`config.mk`:
```
export PLATFORM = sky130hd
export DESIGN_NAME = fifo_rd_unpacker
export DESIGN_NICKNAME = d
export VERILOG_FILES = /design/src/rtl/fifo_rd_unpacker.sv
export SDC_FILE = /design/constraint.sdc
export NUM_CORES = 1
export LEC_CHECK = 0
export ABC_AREA = 1
export ABC_CLOCK_PERIOD_IN_PS = 3000
export CAP_MARGIN = 15
export CORE_UTILIZATION = 26
export DETAILED_ROUTE_END_ITERATION = 10
export PLACE_DENSITY = 0.5
export SYNTH_ARGS = -nofsm -noshare
export SYNTH_HDL_FRONTEND = slang
export SYNTH_SLANG_ARGS = --single-unit
export TNS_END_PERCENT = 30
```
`constraint.sdc`:
```
create_clock -name clk -period 3 [get_ports clk]
set_input_delay 0.6 -clock clk [delete_from_list [all_inputs] [get_ports clk]]
set_output_delay 0.6 -clock clk [all_outputs]
set_load 0.005 [all_outputs]
```
`src/rtl/fifo_rd_unpacker.sv`:
```
// FIFO read-side unpacker: prefetches wide words into a 2-deep buffer
// and streams each one out as RATIO narrow beats, LSB slice first.
module fifo_rd_unpacker #(
   parameter int DATA_WIDTH = 64,
   parameter int OUT_WIDTH  = 16,
   parameter int RATIO      = DATA_WIDTH / OUT_WIDTH
) (
   input  logic                  clk,
   input  logic                  reset,
   input  logic                  fifo_read_ready,
   output logic                  fifo_read_req,
   input  logic [DATA_WIDTH-1:0] fifo_read_data,
   output logic                  m_valid,
   input  logic                  m_ready,
   output logic [OUT_WIDTH-1:0]  m_data,
   output logic                  m_last,
   output logic                  busy
);

   localparam int IW = (RATIO > 1) ? $clog2(RATIO) : 1;
   localparam logic [IW-1:0] LAST_IDX = IW'(RATIO - 1);

   logic [DATA_WIDTH-1:0] slot [2];
   logic [DATA_WIDTH-1:0] cur;
   logic [1:0]            occ;
   logic                  inflight;
   logic [IW-1:0]         idx;
   logic                  wr_ptr;
   logic                  rd_ptr;
   logic                  at_last;
   logic                  xfer;
   logic                  pop_now;
   logic [2:0]            level;

   assign at_last = (idx == LAST_IDX);
   assign m_valid = (occ != 2'd0);
   assign xfer    = m_valid & m_ready;
   assign pop_now = xfer & at_last;

   // Occupancy after this edge; requesting only while it stays below two
   // means a capture can never land on a full buffer.
   assign level = {1'b0, occ} + {2'b0, inflight} - {2'b0, pop_now};

   assign fifo_read_req = reset & fifo_read_ready & (level < 3'd2);

   assign cur    = slot[rd_ptr];
   assign m_data = cur[int'(idx) * OUT_WIDTH +: OUT_WIDTH];
   assign m_last = m_valid & at_last;
   assign busy   = m_valid | inflight;

   always_ff @(posedge clk or negedge reset) begin
      if (!reset) begin
         occ      <= 2'd0;
         inflight <= 1'b0;
         idx      <= '0;
         wr_ptr   <= 1'b0;
         rd_ptr   <= 1'b0;
         for (int i = 0; i < 2; i++) begin
            slot[i] <= '0;
         end
      end else begin
         inflight <= fifo_read_req;
         occ      <= level[1:0];
         if (inflight) begin
            slot[wr_ptr] <= fifo_read_data;
            wr_ptr       <= ~wr_ptr;
         end
         if (xfer) begin
            if (at_last) begin
               idx    <= '0;
               rd_ptr <= ~rd_ptr;
            end else begin
               idx <= idx + 1'b1;
            end
         end
      end
   end

endmodule

```
==> results by stage <==
Status:
- The run finished, with violations left.
- The checks that failed: DRC, setup timing.

Timing:
- The final worst slack is -0.103 ns.
- Setup repair after global routing could not meet its margin everywhere.
- The final hold violation count is 0.
- The clock arrives with 0.0134 ns of skew.
- The final cycle utilization of the critical path is 103%.
- Setup violations remaining at the end of the flow were counted as 2.
- The worst max-slew margin expressed relative to the limit is 49.5%.
- The top achievable clock speed is 322 MHz.
- The post-route minimum period is 3.10 ns.
- The total count of max-transition violations in the final report is 0.
- At the pin with the least slew margin, the transition time is 0.758 ns.
- The accumulated negative setup slack is -0.132 ns.

Logic synthesis:
- The top-area cell type share of the netlist area is 48.1%.
- When the netlist entered floorplanning its net count stood at 1013.
- The number of enable flip-flop cells after synthesis is 0.
- Synthesis produced 941 cells.
- The fraction of registers with async set or reset after synthesis is 100%.
- The leading area contributor after synthesis is sky130_fd_sc_hd__dfrtp_1.
- The number of warnings printed during yosys synthesis is 0.
- Synthesis instantiated 19 different standard cells from the library.
- By area the synthesized netlist is led by sky130_fd_sc_hd__dfrtp_1 48%, sky130_fd_sc_hd__nand2_1 18%, sky130_fd_sc_hd__inv_1 11%.
- After synthesis, the most frequently instantiated cells are 346 x sky130_fd_sc_hd__nand2_1, 200 x sky130_fd_sc_hd__inv_1, 135 x sky130_fd_sc_hd__dfrtp_1.
- Summing every instance area after synthesis gives 7030 µm².
- Counting flops and latches in the post-synthesis netlist gives 135.
- Sequential elements use 48.1% of the synthesized area.
- Among all flip-flop cells after synthesis, the most frequent one is sky130_fd_sc_hd__dfrtp_1.
- After synthesis, the mean cell area works out to 7.47 µm².
- The most used standard cell by instance count after synthesis is sky130_fd_sc_hd__nand2_1.

Critical path:
- The critical path startpoint category is a flop.
- The worst register-to-register path begins at idx[0].
- The maximum fanout along the worst path is 2.
- Data on the critical path arrives at its endpoint at 2.50 ns.
- The destination of the worst register-to-register timing path is rd_ptr.
- Grouping stages by cell kind, the critical path spends the most delay in adder cells.
- The data required time at the worst endpoint is 2.40 ns.
- The critical path's largest stage delay is 0.48 ns.
- The signal on the critical path passes through ha_4, nand2_2, inv_2, ha_4, inv_2, ha_4, fa_1, nor3_2, buf_2.
- The cell that appears most often on the critical path is sky130_fd_sc_hd__ha_4.
- The worst register-to-register path has a setup slack of -0.03 ns.
- The largest individual stage delay along the critical path comes from the cell sky130_fd_sc_hd__fa_1.
- The worst-case reg-to-reg path depth is 22.
- The nature of the critical path endpoint is an output port.
- The category of the most critical setup path is reg2out.
- The number of buffer and inverter stages on the critical path is 3.

Placement:
- The placed cell area is 8230 µm².
- The global placer's final weighted congestion is 0.812.
- Buffers placed on the I/O ports in this run total 87.
- The estimated wirelength of the detail-placed design is 12800 µm.
- Prior to clock tree synthesis, the placed netlist has a worst setup slack of -0.729 ns.

Floorplan:
- The number of cell rows is 59.
- The die width is 166 µm.
- The die covers 27700 µm².
- The area inside the core boundary is 26300 µm².
- The effective utilization at floorplan is 26.8%.
- From bottom edge to top edge, the die measures 166 µm.
- The number of top-level pins is 88.

Pwr:
- Across the VDD grid, the largest voltage drop is 414 µV.
- The total design power is 10.2 mW.
- The standby leakage power is 5.05 nW.
- For this design the ratio of total power to cell area is 1100 nW/µm².

Global routing:
- The via count of the first global-routing pass is 5837.
- The number of antenna violations at the first check in global routing is 0.
- Global routing used 15.0% of the available tracks across all layers.
- The largest net degree at the start of global routing is 136.
- The total congestion overflow is 0.
- The wire length of the first global-routing pass is 32200 µm.

Clock network:
- The tree is rooted in a sky130_fd_sc_hd__clkbuf_16.
- The longest clock path from root to sink contains 2 buffers.
- The clock net in this run drives a total of 135 sinks.
- The number of H-tree branching levels is 4.
- The clock-pin slew on the worst setup and hold paths is 0.07 ns.
- Clock tree synthesis inserted a total of 17 buffers.
- The clock tree from TritonCTS is yes.
- Buffers inserted to repair hold after CTS numbered 0.
- The clock latency on the worst-skew pair is 0.43 ns.

Finish:
- The post-route netlist has 15.5% of its cells at a drive strength greater than 1.
- From synthesis to final layout, the design area changed by 30.9%.
- The number of antenna diodes in the final layout is 0.
- For this run, the post-layout net count is 1127.
- The post-route cell area is 9200 µm².

Drt:
- The detailed-router iteration count before antenna repair is 8.
- The count of nets left with antenna violations once routing finished came out at 0.
- The per-cell routed wire length is 14.0 µm.
- The number of DRC markers in iteration 0 is 299.
- The wire length after detailed routing is 19700 µm.
- Dividing the detail-routed via count by the number of cells gives 4.19.
- For this run, design rule violations remaining after detail routing come to 6.
- The routed layout has 5880 vias.

Job:
- The number of max-cap violations is 0.

Worst hold path:
- The worst min-delay path class is in2async.
[kinds of logic after synthesis]
| family | Yosys count | share of synthesized area, % |
|---|---|---|
| simple gates | 416 | 23.5 |
| xor+xnor | 1 | 0.125 |
| fa+ha+maj | 4 | 0.819 |
| compound gates | 130 | 12.2 |
| flops | 135 | 48.1 |
| buf+inv | 255 | 15.4 |
[power by group]
group	switching (mW)	internal, mW
registers	0.492	2.77
clock network	0.816	1.27
logic	2.73	2.09
total	4.04	6.12
[sequential cells by signal, indices dropped and copies added (netlist names)]
| name | flops |
|---|---|
| idx | 2 |
| slot | 128 |
| wr_ptr | 1 |
| occ | 2 |
| rd_ptr | 1 |
| inflight | 1 |
[worst max path at each step]
stage / startpoint / slack (ns) / endpoint / cells past startpoint
CTS: occ[0] / -0.11 / fifo_read_req / 10
floorplan: m_ready / 0.34 / fifo_read_req / 9
finish: idx[0] / -0.10 / fifo_read_req / 9
global route: occ[1] / -0.22 / fifo_read_req / 10
global placement: m_ready / -0.66 / fifo_read_req / 11
detailed placement: m_ready / -0.73 / fifo_read_req / 11
[worst reg2reg max path, delay by kind of cell, from the launching register on]
family	cells	cell delay (ns)
fa+ha+maj	1	0.18
flops	1	0.43
buf+inv	18	2.16
simple gates	3	0.16
[final cells by class]
type	instances	area [µm²]
Clock buffer	21	460
Clock inverter	11	125
Fill cell	2826	17100
Inverter	203	769
Multi-Input combinational cell	551	2640
Sequential cell	135	3380
Tap cell	335	419
Timing Repair Buffer	147	1410
[what timing repair did]
item | CTS | global route
pin swaps | 7 | 8
resized for setup | 13 | 18
endpoints found under the setup margin | 16 | 18
buffers inserted | 39 | 3
[per-layer routing]
metal  global-route usage, %  up-vias  wire [µm]
met5                       0        -          0
li1                        -     3033          -
met2                    22.3      109       8740
met1                    21.5     2721       9850
met3                    2.97       17        786
met4                    5.31        0        297
[cell usage in the layout (no fill, tap or decap), types with 3 or more instances in the layout]
cell type | synthesis | routed
sky130_fd_sc_hd__nand2_1 | 346 | 341
sky130_fd_sc_hd__inv_1 | 200 | 197
sky130_fd_sc_hd__dfrtp_1 | 135 | 134
sky130_fd_sc_hd__clkdlybuf4s50_1 | 0 | 83
sky130_fd_sc_hd__o21ai_0 | 66 | 66
sky130_fd_sc_hd__nand3_1 | 65 | 65
sky130_fd_sc_hd__o21ai_2 | 55 | 55
sky130_fd_sc_hd__buf_4 | 0 | 52
sky130_fd_sc_hd__clkbuf_16 | 0 | 17
sky130_fd_sc_hd__o21ai_1 | 9 | 9
sky130_fd_sc_hd__clkinvlp_4 | 0 | 7
sky130_fd_sc_hd__buf_12 | 0 | 7
sky130_fd_sc_hd__inv_2 | 1 | 4
sky130_fd_sc_hd__nand2_2 | 0 | 4
sky130_fd_sc_hd__ha_4 | 0 | 3
[metrics by stage]
stage	instances	hold slack (ns)	util [%]
6_report	1403	0.328	35.0
5_1_grt	1403	0.394	35.0
4_1_cts	1403	0.381	34.7
3_5_place_dp	1332	0.467	31.3
3_3_place_gp	1332	0.464	31.3
2_1_floorplan	941	0.304	-
Note: power is estimated with default switching activity, not from simulation.
